<file path="src/rtl/uart_reg_master.sv">
// uart_reg_master: register-bus initiator over the UART packet stream.
// Serialises one read/write command into a command packet and, for reads,
// parses the matching response packet back into a data word.
// Optional feature macro: REG_MASTER_TIMEOUT_EN adds a read-response
// timeout (TIMEOUT_CYCLES) and drives opRspTimeout; without it the
// timeout output is tied low and a read waits until a response or reset.
module uart_reg_master #(
    parameter int         DATA_WIDTH  = 32,
    parameter logic [7:0] DESTINATION = 8'h01,
    parameter logic [7:0] SOURCE      = 8'h00
`ifdef REG_MASTER_TIMEOUT_EN
    ,
    parameter int         TIMEOUT_CYCLES = 1000000
`endif
) (
    input  logic                  ipClk,
    input  logic                  ipReset,
    input  logic                  ipCmdValid,
    input  logic                  ipCmdWrite,
    input  logic [7:0]            ipCmdAddress,
    input  logic [DATA_WIDTH-1:0] ipCmdData,
    output logic                  opCmdReady,
    output logic                  opTxValid,
    output logic                  opTxSoP,
    output logic                  opTxEoP,
    output logic [7:0]            opTxSource,
    output logic [7:0]            opTxDestination,
    output logic [7:0]            opTxLength,
    output logic [7:0]            opTxData,
    input  logic                  ipTxReady,
    input  logic                  ipRxValid,
    input  logic                  ipRxSoP,
    input  logic                  ipRxEoP,
    input  logic [7:0]            ipRxSource,
    input  logic [7:0]            ipRxDestination,
    input  logic [7:0]            ipRxLength,
    input  logic [7:0]            ipRxData,
    output logic                  opRspValid,
    output logic [DATA_WIDTH-1:0] opRspData,
    output logic                  opRspTimeout
);

    localparam int         NB      = DATA_WIDTH / 8;
    localparam logic [3:0] LAST    = 4'(NB - 1);
    localparam logic [7:0] WR_LEN  = 8'(2 + NB);
    localparam logic [7:0] RD_LEN  = 8'd2;
    localparam logic [7:0] RSP_LEN = 8'(1 + NB);

    typedef enum logic [2:0] {
        IDLE, SEND_OP, SEND_ADDR, SEND_DATA, WAIT_RSP, RECV
    } state_t;

    state_t                  state;
    logic                    is_write;
    logic [7:0]              addr;
    logic [DATA_WIDTH-1:0]   wdata;     // write data, shifted out LSB first
    logic [DATA_WIDTH-1:0]   rshift;    // read data, shifted in from the top
    logic [3:0]              idx;       // data byte index within a packet
    logic                    tx_hs;
    logic                    hdr_ok;
    logic [DATA_WIDTH+7:0]   rx_cat;
    logic [DATA_WIDTH-1:0]   rx_next;
    logic                    unused_rx_source;

    // The responder's source address is not needed to match a response.
    assign unused_rx_source = ^ipRxSource;

    assign tx_hs   = opTxValid & ipTxReady;
    // Little-endian assembly: each new byte enters at the top and the word
    // slides down, so after NB bytes the first byte sits in bits [7:0].
    assign rx_cat  = {ipRxData, rshift};
    assign rx_next = rx_cat[DATA_WIDTH+7:8];
    // A response header byte must also not be the last byte, since a valid
    // response always carries NB data bytes after the address.
    assign hdr_ok  = ipRxValid & ipRxSoP & ~ipRxEoP &
                     (ipRxDestination == SOURCE) &
                     (ipRxLength == RSP_LEN) &
                     (ipRxData == addr);

`ifdef REG_MASTER_TIMEOUT_EN
    localparam logic [31:0] TMO_LAST = 32'(TIMEOUT_CYCLES - 1);
    logic [31:0] tmo_cnt;
    logic        rsp_done;
    // Completion in the same cycle as expiry takes priority over the timeout.
    assign rsp_done = (state == RECV) & ipRxValid & ~ipRxSoP & ipRxEoP & (idx == LAST);
`else
    assign opRspTimeout = 1'b0;
`endif

    // Command/response FSM with all outputs registered.
    always_ff @(posedge ipClk) begin
        if (ipReset) begin
            state           <= IDLE;
            opCmdReady      <= 1'b1;
            opTxValid       <= 1'b0;
            opTxSoP         <= 1'b0;
            opTxEoP         <= 1'b0;
            opTxSource      <= 8'h00;
            opTxDestination <= 8'h00;
            opTxLength      <= 8'h00;
            opTxData        <= 8'h00;
            opRspValid      <= 1'b0;
            opRspData       <= '0;
            is_write        <= 1'b0;
            addr            <= 8'h00;
            wdata           <= '0;
            rshift          <= '0;
            idx             <= 4'd0;
`ifdef REG_MASTER_TIMEOUT_EN
            tmo_cnt         <= 32'd0;
            opRspTimeout    <= 1'b0;
`endif
        end else begin
            opRspValid <= 1'b0;
`ifdef REG_MASTER_TIMEOUT_EN
            opRspTimeout <= 1'b0;
`endif
            case (state)
                IDLE: begin
                    if (ipCmdValid) begin
                        is_write        <= ipCmdWrite;
                        addr            <= ipCmdAddress;
                        wdata           <= ipCmdData;
                        opCmdReady      <= 1'b0;
                        opTxValid       <= 1'b1;
                        opTxSoP         <= 1'b1;
                        opTxEoP         <= 1'b0;
                        opTxSource      <= SOURCE;
                        opTxDestination <= DESTINATION;
                        opTxLength      <= ipCmdWrite ? WR_LEN : RD_LEN;
                        opTxData        <= {7'd0, ipCmdWrite};
                        state           <= SEND_OP;
                    end
                end
                SEND_OP: begin
                    if (tx_hs) begin
                        opTxData <= addr;
                        opTxSoP  <= 1'b0;
                        opTxEoP  <= ~is_write;
                        state    <= SEND_ADDR;
                    end
                end
                SEND_ADDR: begin
                    if (tx_hs) begin
                        if (is_write) begin
                            opTxData <= wdata[7:0];
                            wdata    <= wdata >> 8;
                            opTxEoP  <= (NB == 1);
                            idx      <= 4'd0;
                            state    <= SEND_DATA;
                        end else begin
                            opTxValid <= 1'b0;
                            opTxEoP   <= 1'b0;
                            state     <= WAIT_RSP;
`ifdef REG_MASTER_TIMEOUT_EN
                            tmo_cnt   <= 32'd0;
`endif
                        end
                    end
                end
                SEND_DATA: begin
                    if (tx_hs) begin
                        if (idx == LAST) begin
                            opTxValid  <= 1'b0;
                            opTxEoP    <= 1'b0;
                            opCmdReady <= 1'b1;
                            state      <= IDLE;
                        end else begin
                            opTxData <= wdata[7:0];
                            wdata    <= wdata >> 8;
                            idx      <= idx + 4'd1;
                            opTxEoP  <= ((idx + 4'd1) == LAST);
                        end
                    end
                end
                WAIT_RSP: begin
                    // Non-SoP bytes (tails of rejected packets) never match.
                    if (hdr_ok) begin
                        idx   <= 4'd0;
                        state <= RECV;
                    end
                end
                RECV: begin
                    if (ipRxValid) begin
                        if (ipRxSoP) begin
                            state <= WAIT_RSP;
                        end else begin
                            rshift <= rx_next;
                            if (idx == LAST) begin
                                if (ipRxEoP) begin
                                    opRspData  <= rx_next;
                                    opRspValid <= 1'b1;
                                    opCmdReady <= 1'b1;
                                    state      <= IDLE;
                                end else begin
                                    state <= WAIT_RSP;
                                end
                            end else if (ipRxEoP) begin
                                state <= WAIT_RSP;
                            end else begin
                                idx <= idx + 4'd1;
                            end
                        end
                    end
                end
                default: state <= IDLE;
            endcase
`ifdef REG_MASTER_TIMEOUT_EN
            // Abandon a read that has not completed within the budget.
            if (state == WAIT_RSP || state == RECV) begin
                tmo_cnt <= tmo_cnt + 32'd1;
                if (tmo_cnt == TMO_LAST && !rsp_done) begin
                    opRspTimeout <= 1'b1;
                    opCmdReady   <= 1'b1;
                    state        <= IDLE;
                end
            end
`endif
        end
    end

endmodule

</file>
<file path="config.mk">
export PLATFORM = sky130hd
export DESIGN_NAME = uart_reg_master
export DESIGN_NICKNAME = d
export VERILOG_FILES = /design/src/rtl/uart_reg_master.sv
export SDC_FILE = /design/constraint.sdc
export NUM_CORES = 1
export LEC_CHECK = 0
export BUFFER_PORTS_ARGS = -buffer_cell sky130_fd_sc_hd__buf_4
export CORE_MARGIN = 2
export CORE_UTILIZATION = 45
export DETAILED_ROUTE_END_ITERATION = 8
export MAX_ROUTING_LAYER = met4
export PLACE_DENSITY_LB_ADDON = 0.15
export SLEW_MARGIN = 10
export SYNTH_ARGS = -nofsm -noshare
export SYNTH_HDL_FRONTEND = slang
export SYNTH_SLANG_ARGS = --single-unit
</file>
<file path="constraint.sdc">
create_clock -name ipClk -period 3.9 [get_ports ipClk]
set_clock_uncertainty 0.15 [all_clocks]
set_input_delay 0 -clock ipClk [delete_from_list [all_inputs] [get_ports ipClk]]
set_output_delay 0 -clock ipClk [all_outputs]
set_load 0.03 [all_outputs]
</file>
==> flow_results.xml, run 1 <==
<?xml version="1.0" encoding="UTF-8"?>
<metrics>
  <group name="worst_setup_path">
    <metric name="cp-start-kind" unit="">primary input</metric>
    <metric name="cp.arrival" unit="ns">3.60</metric>
    <metric name="timing.critical_path.required" unit="ns">4.08</metric>
    <metric name="category_of_the_critical_setup_timing_path" unit="">in -&gt; reg</metric>
    <metric name="worstPathMaxFanout" unit="">2</metric>
    <metric name="critical_path.endpoint_type" unit="">register</metric>
  </group>
  <group name="pwr">
    <metric name="vdd.ir_drop.worst" unit="mV">0.294</metric>
    <metric name="power_leakage" unit="nW">2.91</metric>
    <metric name="register_share_of_total_power" unit="%">33.4</metric>
    <metric name="switching_power" unit="mW">1.54</metric>
    <metric name="netSwitchingFraction" unit="%">33.0</metric>
    <metric name="power.share.combinational" unit="%">28.4</metric>
    <metric name="share_clk_of_total_power" unit="%">38.2</metric>
    <metric name="p_int" unit="mW">3.12</metric>
    <metric name="cellPowerDensity" unit="nW/µm²">628</metric>
  </group>
  <group name="clock_network">
    <metric name="clk_pin_slew_worst_paths" unit="ns">0.06</metric>
    <metric name="cts_num_sinks" unit="">118</metric>
    <metric name="post_cts_resize_count" unit="">0</metric>
    <metric name="clock_tree.htree_level_count" unit="">4</metric>
    <metric name="cts_made_buffers" unit="">17</metric>
    <metric name="clock_tree_from_tritoncts" unit="">built</metric>
    <metric name="cts.root.buffer_cell" unit="">sky130_fd_sc_hd__clkbuf_16</metric>
    <metric name="cts.hold.buffers_added" unit="">67</metric>
    <metric name="post-cts-setup-buffers" unit="">0</metric>
    <metric name="clockBufferDepth" unit="">2</metric>
    <metric name="clkLatencyLatePin" unit="ns">0.41</metric>
  </group>
  <group name="finish">
    <metric name="finish.instance_area" unit="µm²">7430</metric>
    <metric name="diode_insertion_count_for_antenna_repair" unit="">0</metric>
    <metric name="syn_to_final_growth" unit="%">41.1</metric>
    <metric name="layout_commonest_cell" unit="">sky130_fd_sc_hd__nand2_1</metric>
    <metric name="filler_cell_count" unit="">946</metric>
    <metric name="most_used_cells_in_the_layout_excluding_fill_and_tap_cells" unit="">sky130_fd_sc_hd__nand2_1 (194), sky130_fd_sc_hd__buf_4 (126), sky130_fd_sc_hd__dfxtp_1 (118), sky130_fd_sc_hd__a21oi_1 (81), sky130_fd_sc_hd__dlygate4sd3_1 (67)</metric>
    <metric name="design.final.nets" unit="">893</metric>
    <metric name="post_route_cells_drive_above_1_share" unit="%">23.3</metric>
  </group>
  <group name="run">
    <metric name="drv_cap" unit="">0</metric>
  </group>
  <group name="timing">
    <metric name="slew_headroom" unit="%">33.8</metric>
    <metric name="tightest_slew" unit="ns">0.993</metric>
    <metric name="finalSetupViolCount" unit="">0</metric>
    <metric name="hold-worst-slack" unit="ns">0.0576</metric>
    <metric name="final.period_utilization" unit="%">87.7</metric>
    <metric name="slew_violations" unit="">0</metric>
    <metric name="grt_setup_unrepaired" unit="">no</metric>
    <metric name="finalSetupTns" unit="ns">0</metric>
    <metric name="hold_violations" unit="">0</metric>
    <metric name="max_freq" unit="MHz">292</metric>
    <metric name="post-route-min-period" unit="ns">3.42</metric>
  </group>
  <group name="drt">
    <metric name="detail-route-antenna-nets" unit="">0</metric>
    <metric name="wirelength" unit="mm">14.1</metric>
    <metric name="post_drt_wl_per_cell" unit="µm">14.6</metric>
    <metric name="detail_route.first_pass.iterations" unit="">4</metric>
    <metric name="dr.first_iter.drc_count" unit="">313</metric>
    <metric name="vias_per_cell" unit="">5.16</metric>
    <metric name="drt_drc_violations_left" unit="">0</metric>
    <metric name="detailroute.via_count" unit="">4988</metric>
  </group>
  <group name="place">
    <metric name="io_buffers" unit="">119</metric>
    <metric name="dp_hpwl" unit="mm">9.02</metric>
    <metric name="place.gp.congestion" unit="">0.865</metric>
    <metric name="detailed_place.area" unit="µm²">6080</metric>
  </group>
  <group name="die">
    <metric name="pin_count" unit="">150</metric>
    <metric name="die_height" unit="µm">112</metric>
    <metric name="core_area" unit="µm²">11400</metric>
    <metric name="floorplan.die_area" unit="µm²">12600</metric>
    <metric name="core_rows" unit="">39</metric>
    <metric name="starting_utilization_of_the_core_area" unit="%">46.1</metric>
    <metric name="die_w" unit="µm">112</metric>
  </group>
  <group name="synthesis">
    <metric name="syn_inst" unit="">647</metric>
    <metric name="synth_sequential_area_ratio" unit="%">44.9</metric>
    <metric name="syn_area" unit="µm²">5270</metric>
    <metric name="synth_async_sr_flop_share" unit="%">0</metric>
    <metric name="netlist-cell-type-count" unit="">55</metric>
    <metric name="yosys_register_bits" unit="">118</metric>
    <metric name="yosysTopAreaCell" unit="">sky130_fd_sc_hd__dfxtp_1</metric>
    <metric name="synthesis.yosys.warnings" unit="">0</metric>
    <metric name="post_synth_main_area_contributors" unit="">sky130_fd_sc_hd__dfxtp_1 (45%), sky130_fd_sc_hd__nand2_1 (14%), sky130_fd_sc_hd__a21oi_1 (7.7%)</metric>
    <metric name="synthesis.area_per_instance" unit="µm²">8.14</metric>
    <metric name="synth_enable_flop_cells" unit="">0</metric>
    <metric name="yosys.area.top_type_share" unit="%">44.9</metric>
    <metric name="postSynth.topFlopCell" unit="">sky130_fd_sc_hd__dfxtp_1</metric>
  </group>
  <group name="global_routing">
    <metric name="first_pass_grt_wire_length" unit="mm">23.0</metric>
    <metric name="number_of_antenna_violations_at_the_first_check_in_global_routing" unit="">0</metric>
    <metric name="gr-usage-all-layers" unit="%">23.2</metric>
    <metric name="gr-total-overflow" unit="">0</metric>
    <metric name="grt_max_degree" unit="">81</metric>
    <metric name="grt_pass1_vias" unit="">4835</metric>
  </group>
  <group name="hold_path">
    <metric name="min_path_type" unit="">in -&gt; reg</metric>
  </group>
  <group name="status">
    <metric name="run_status" unit="">finished clean</metric>
  </group>
</metrics>
==> per-stage QoR <==
stage	setup WS, ns	util (%)	total power, mW	instances
after floorplan	1.79	-	2.53	668
after global placement	1.34	53.3	2.79	868
after detailed placement	1.25	53.3	2.82	868
after CTS	0.495	65.1	4.68	967
after global routing	0.276	65.1	4.89	967
final	0.478	65.1	4.67	967
==> worst paths after layout <==
check	from	end	slack (ns)	cells after the start
worst max-delay path	ipRxLength[4]	state[0]$_SDFFE_PP0P_	0.48	10
worst min-delay path	ipReset	opTxSoP$_SDFFE_PP0P_	0.06	2
worst max register to register	state[1]$_SDFFE_PP0P_	wdata[8]$_SDFFE_PP0P_	1.14	6
worst min register to register	rshift[14]$_SDFFE_PP0P_	opRspData[6]$_SDFFE_PP0P_	0.30	2
==> power by group through the flow <==
stage / combinational, mW / clock (mW) / sequential (mW)
detailed placement: 1.24 / 0 / 1.58
global placement: 1.21 / 0 / 1.57
floorplan: 0.910 / 0 / 1.62
global route: 1.46 / 1.86 / 1.58
CTS: 1.32 / 1.80 / 1.56
finish: 1.33 / 1.78 / 1.56
==> Yosys cell counts, drive strengths merged (2+ instances only) <==
cell type    n
a211oi       9
a21boi       2
a21oi       82
a221oi       2
a22oi        8
a2bb2oi      2
a311oi      26
a31oi        2
and3         2
buf         41
clkbuf      28
dfxtp      118
ha           2
inv          2
nand2      194
nand2b       6
nand3       17
nand4        2
nor2        51
nor2b        4
nor3         3
nor4         5
o21ai        8
xnor2        9
==> logic make-up (layout without fill, tap and decap cells) <==
group	Yosys count	after routing	synth area share, %
muxes	1	1	0.190
AOI/OAI and AO/OA	149	149	21.3
xor gates and xnor gates	10	10	1.66
and+or+nand+nor	295	295	23.7
DFF	118	118	44.9
adders and majority gates	2	2	0.475
buffers and inverters	71	227	7.68
other	1	22	0.0712
==> critical path, cell delays in order <==
cell and delay, ns:
sky130_fd_sc_hd__dlygate4sd3_1 0.54, sky130_fd_sc_hd__buf_4 0.13, sky130_fd_sc_hd__nor4_1 0.14, sky130_fd_sc_hd__dlygate4sd3_1 0.58
sky130_fd_sc_hd__nand2_1 0.05, sky130_fd_sc_hd__dlygate4sd3_1 0.57, sky130_fd_sc_hd__or4_4 0.54, sky130_fd_sc_hd__dlygate4sd3_1 0.58
sky130_fd_sc_hd__a2111o_1 0.36, sky130_fd_sc_hd__a21oi_1 0.12
==> registers in the layout, summed over array words and instances, names as in the netlist <==
name and cells:
opCmdReady 1, opTxLength 2, opTxData 8, opRspData 32, opTxEoP 1, rshift 24, idx 4, opTxValid 1
state 3, wdata 32, opRspValid 1, addr 8, opTxSoP 1
==> cell type report <==
type | instances | area [µm²] | share of cell area, %
inverters | 2 | 7.51 | 0.101
clock inverters | 15 | 249 | 3.35
multi-input cells | 479 | 2590 | 34.8
well taps | 143 | 179 | 2.41
flip-flops and latches | 118 | 2360 | 31.8
clock buffers | 17 | 425 | 5.73
repair buffers | 193 | 1620 | 21.8
==> routing by layer <==
| layer | vias up | global-route usage [%] | part of all wire [%] |
|---|---|---|---|
| met3 | 23 | 5.94 | 5.8 |
| met2 | 165 | 38.0 | 50 |
| met5 | - | - | 0 |
| met1 | 2305 | 27.8 | 42 |
| met4 | 0 | 7.97 | 1.8 |
| li1 | 2495 | - | - |
No activity file was read; power rests on OpenSTA's default activity.
==> inputs of run 2 (changes only) <==
==> constraint.sdc (replaced) <==
create_clock -name ipClk -period 4.4 [get_ports ipClk]
set_clock_uncertainty 0.15 [all_clocks]
set_input_delay 0 -clock ipClk [delete_from_list [all_inputs] [get_ports ipClk]]
set_output_delay 0 -clock ipClk [all_outputs]
set_load 0.03 [all_outputs]
==> flow_results.xml, run 2 (synthesis gave the netlist of run 1 again) <==
<?xml version="1.0" encoding="UTF-8"?>
<metrics>
  <group name="finish">
    <metric name="syn_to_final_growth" unit="%">40.2</metric>
    <metric name="post_route_cells_drive_above_1_share" unit="%">23.3</metric>
    <metric name="layout_top_registers" unit="">opRspData (32), wdata (32), rshift (24)</metric>
    <metric name="most_used_cells_in_the_layout_excluding_fill_and_tap_cells" unit="">sky130_fd_sc_hd__nand2_1 (194), sky130_fd_sc_hd__buf_4 (124), sky130_fd_sc_hd__dfxtp_1 (118), sky130_fd_sc_hd__a21oi_1 (81), sky130_fd_sc_hd__dlygate4sd3_1 (64)</metric>
    <metric name="layout_commonest_cell" unit="">sky130_fd_sc_hd__nand2_1</metric>
    <metric name="design.final.nets" unit="">888</metric>
    <metric name="diode_insertion_count_for_antenna_repair" unit="">0</metric>
  </group>
  <group name="place">
    <metric name="io_buffers" unit="">119</metric>
    <metric name="dp_hpwl" unit="mm">9.00</metric>
    <metric name="minimum_setup_slack_after_placement" unit="ns">1.33</metric>
    <metric name="place.gp.congestion" unit="">0.851</metric>
  </group>
  <group name="drt">
    <metric name="detail_route.first_pass.iterations" unit="">5</metric>
    <metric name="vias_per_cell" unit="">5.21</metric>
    <metric name="drt_drc_violations_left" unit="">0</metric>
    <metric name="wirelength" unit="mm">14.5</metric>
    <metric name="dr.first_iter.drc_count" unit="">326</metric>
    <metric name="post_drt_wl_per_cell" unit="µm">15.1</metric>
    <metric name="detail-route-antenna-nets" unit="">0</metric>
    <metric name="detailroute.via_count" unit="">5010</metric>
  </group>
  <group name="timing">
    <metric name="grt_setup_unrepaired" unit="">no</metric>
    <metric name="finalSetupTns" unit="ns">0</metric>
    <metric name="final.period_utilization" unit="%">78.5</metric>
    <metric name="setup_slack" unit="ns">0.948</metric>
    <metric name="slew_violations" unit="">0</metric>
    <metric name="max_freq" unit="MHz">290</metric>
    <metric name="post-route-min-period" unit="ns">3.45</metric>
    <metric name="tightest_slew" unit="ns">1.12</metric>
    <metric name="slew_headroom" unit="%">25.3</metric>
    <metric name="hold_violations" unit="">0</metric>
    <metric name="finalSetupViolCount" unit="">0</metric>
  </group>
  <group name="die">
    <metric name="core_rows" unit="">39</metric>
    <metric name="die_w" unit="µm">112</metric>
    <metric name="core_area" unit="µm²">11400</metric>
    <metric name="die_height" unit="µm">112</metric>
    <metric name="starting_utilization_of_the_core_area" unit="%">46.1</metric>
    <metric name="pin_count" unit="">150</metric>
    <metric name="floorplan.die_area" unit="µm²">12600</metric>
  </group>
  <group name="hold_path">
    <metric name="min_path_type" unit="">in -&gt; reg</metric>
  </group>
  <group name="status">
    <metric name="run_status" unit="">finished clean</metric>
  </group>
  <group name="global_routing">
    <metric name="gr-total-overflow" unit="">0</metric>
    <metric name="first_pass_grt_wire_length" unit="mm">23.3</metric>
    <metric name="gr-usage-all-layers" unit="%">23.3</metric>
    <metric name="grt_pass1_vias" unit="">4788</metric>
    <metric name="number_of_antenna_violations_at_the_first_check_in_global_routing" unit="">0</metric>
    <metric name="grt_max_degree" unit="">71</metric>
  </group>
  <group name="clock_network">
    <metric name="clock_tree_from_tritoncts" unit="">built</metric>
    <metric name="clock_tree.htree_level_count" unit="">4</metric>
    <metric name="clk_pin_slew_worst_paths" unit="ns">0.06</metric>
    <metric name="clkLatencyLatePin" unit="ns">0.41</metric>
    <metric name="post-cts-setup-buffers" unit="">0</metric>
    <metric name="cts_made_buffers" unit="">17</metric>
    <metric name="cts_num_sinks" unit="">118</metric>
    <metric name="clockBufferDepth" unit="">2</metric>
    <metric name="cts.root.buffer_cell" unit="">sky130_fd_sc_hd__clkbuf_16</metric>
  </group>
  <group name="pwr">
    <metric name="switching_power" unit="mW">1.40</metric>
    <metric name="cellPowerDensity" unit="nW/µm²">559</metric>
    <metric name="power_leakage" unit="nW">2.89</metric>
    <metric name="vdd.ir_drop.worst" unit="mV">0.379</metric>
    <metric name="power.share.combinational" unit="%">28.7</metric>
    <metric name="netSwitchingFraction" unit="%">34.0</metric>
    <metric name="p_int" unit="mW">2.72</metric>
    <metric name="share_clk_of_total_power" unit="%">37.8</metric>
    <metric name="register_share_of_total_power" unit="%">33.4</metric>
  </group>
  <group name="worst_setup_path">
    <metric name="critical_path.endpoint_type" unit="">register</metric>
    <metric name="worstPathMaxFanout" unit="">2</metric>
    <metric name="category_of_the_critical_setup_timing_path" unit="">in -&gt; reg</metric>
    <metric name="timing.critical_path.required" unit="ns">4.58</metric>
    <metric name="cp-start-kind" unit="">primary input</metric>
    <metric name="cp.arrival" unit="ns">3.63</metric>
  </group>
  <group name="run">
    <metric name="drv_cap" unit="">0</metric>
  </group>
</metrics>
## run 2: cell count changes in the layout (fill, tap and decap cells not counted), sizes merged
cell / delta
dlygate4sd3: -3
buf: -2
bufinv: -1
clkinv: +1
clkinvlp: -1
inv: +1
## run 2: power groups by stage
stage	logic, mW	clock network [mW]	registers (mW)
global route	1.29	1.63	1.40
floorplan	0.807	0	1.44
global placement	1.08	0	1.39
finish	1.18	1.56	1.38
detailed placement	1.10	0	1.40
CTS	1.17	1.57	1.38
## run 2: area by class of cell
type | count | area, µm²
clock inverter | 15 | 241
inverter | 2 | 7.51
timing repair buffer | 188 | 1570
tap | 143 | 179
multi-input combinational | 479 | 2590
clock buffer | 17 | 425
fill | 996 | 4040
sequential | 118 | 2360
## run 2: repair_timing
action	4_1_cts	5_1_grt
gates resized for setup	0	0
hold buffers	64	0
hold endpoints to repair	66	0
## run 2: per-stage QoR
| stage | hold slack [ns] | instances | total power, mW | cell area [µm²] | util [%] |
|---|---|---|---|---|---|
| 2_1_floorplan | -0.0140 | 668 | 2.24 | 5340 | - |
| 3_3_place_gp | 0.0982 | 866 | 2.47 | 6070 | 53.1 |
| 3_5_place_dp | 0.104 | 866 | 2.50 | 6070 | 53.1 |
| 4_1_cts | 0.00160 | 962 | 4.12 | 7380 | 64.6 |
| 5_1_grt | 0.0490 | 962 | 4.32 | 7380 | 64.6 |
| 6_report | 0.0123 | 962 | 4.12 | 7380 | 64.6 |
## run 2: per-layer routing
layer / vias to the layer above / GRT usage (%) / part of all wire [%]
li1: 2490 / - / -
met1: 2336 / 28.6 / 44
met2: 167 / 39.3 / 50
met3: 17 / 5.56 / 5.5
met4: 0 / 5.12 / 1.3
met5: - / - / 0
## run 2: final timing paths
path | to | cells after the start | slack [ns] | start
worst min-delay path | opTxSoP$_SDFFE_PP0P_ | 2 | 0.01 | ipReset
worst min register to register | rshift[9]$_SDFFE_PP0P_ | 2 | 0.30 | rshift[9]$_SDFFE_PP0P_
worst max register to register | opRspData[4]$_SDFFE_PP0P_ | 6 | 1.43 | state[0]$_SDFFE_PP0P_
worst max-delay path | state[0]$_SDFFE_PP0P_ | 10 | 0.95 | ipRxLength[4]
## run 2: critical path, cell delays in order
cell and delay [ns]:
sky130_fd_sc_hd__dlygate4sd3_1 0.53, sky130_fd_sc_hd__buf_4 0.13, sky130_fd_sc_hd__nor4_1 0.17, sky130_fd_sc_hd__dlygate4sd3_1 0.58, sky130_fd_sc_hd__nand2_1 0.05, sky130_fd_sc_hd__dlygate4sd3_1 0.58, sky130_fd_sc_hd__or4_4 0.55, sky130_fd_sc_hd__dlygate4sd3_1 0.57
sky130_fd_sc_hd__a2111o_1 0.35, sky130_fd_sc_hd__a21oi_1 0.12
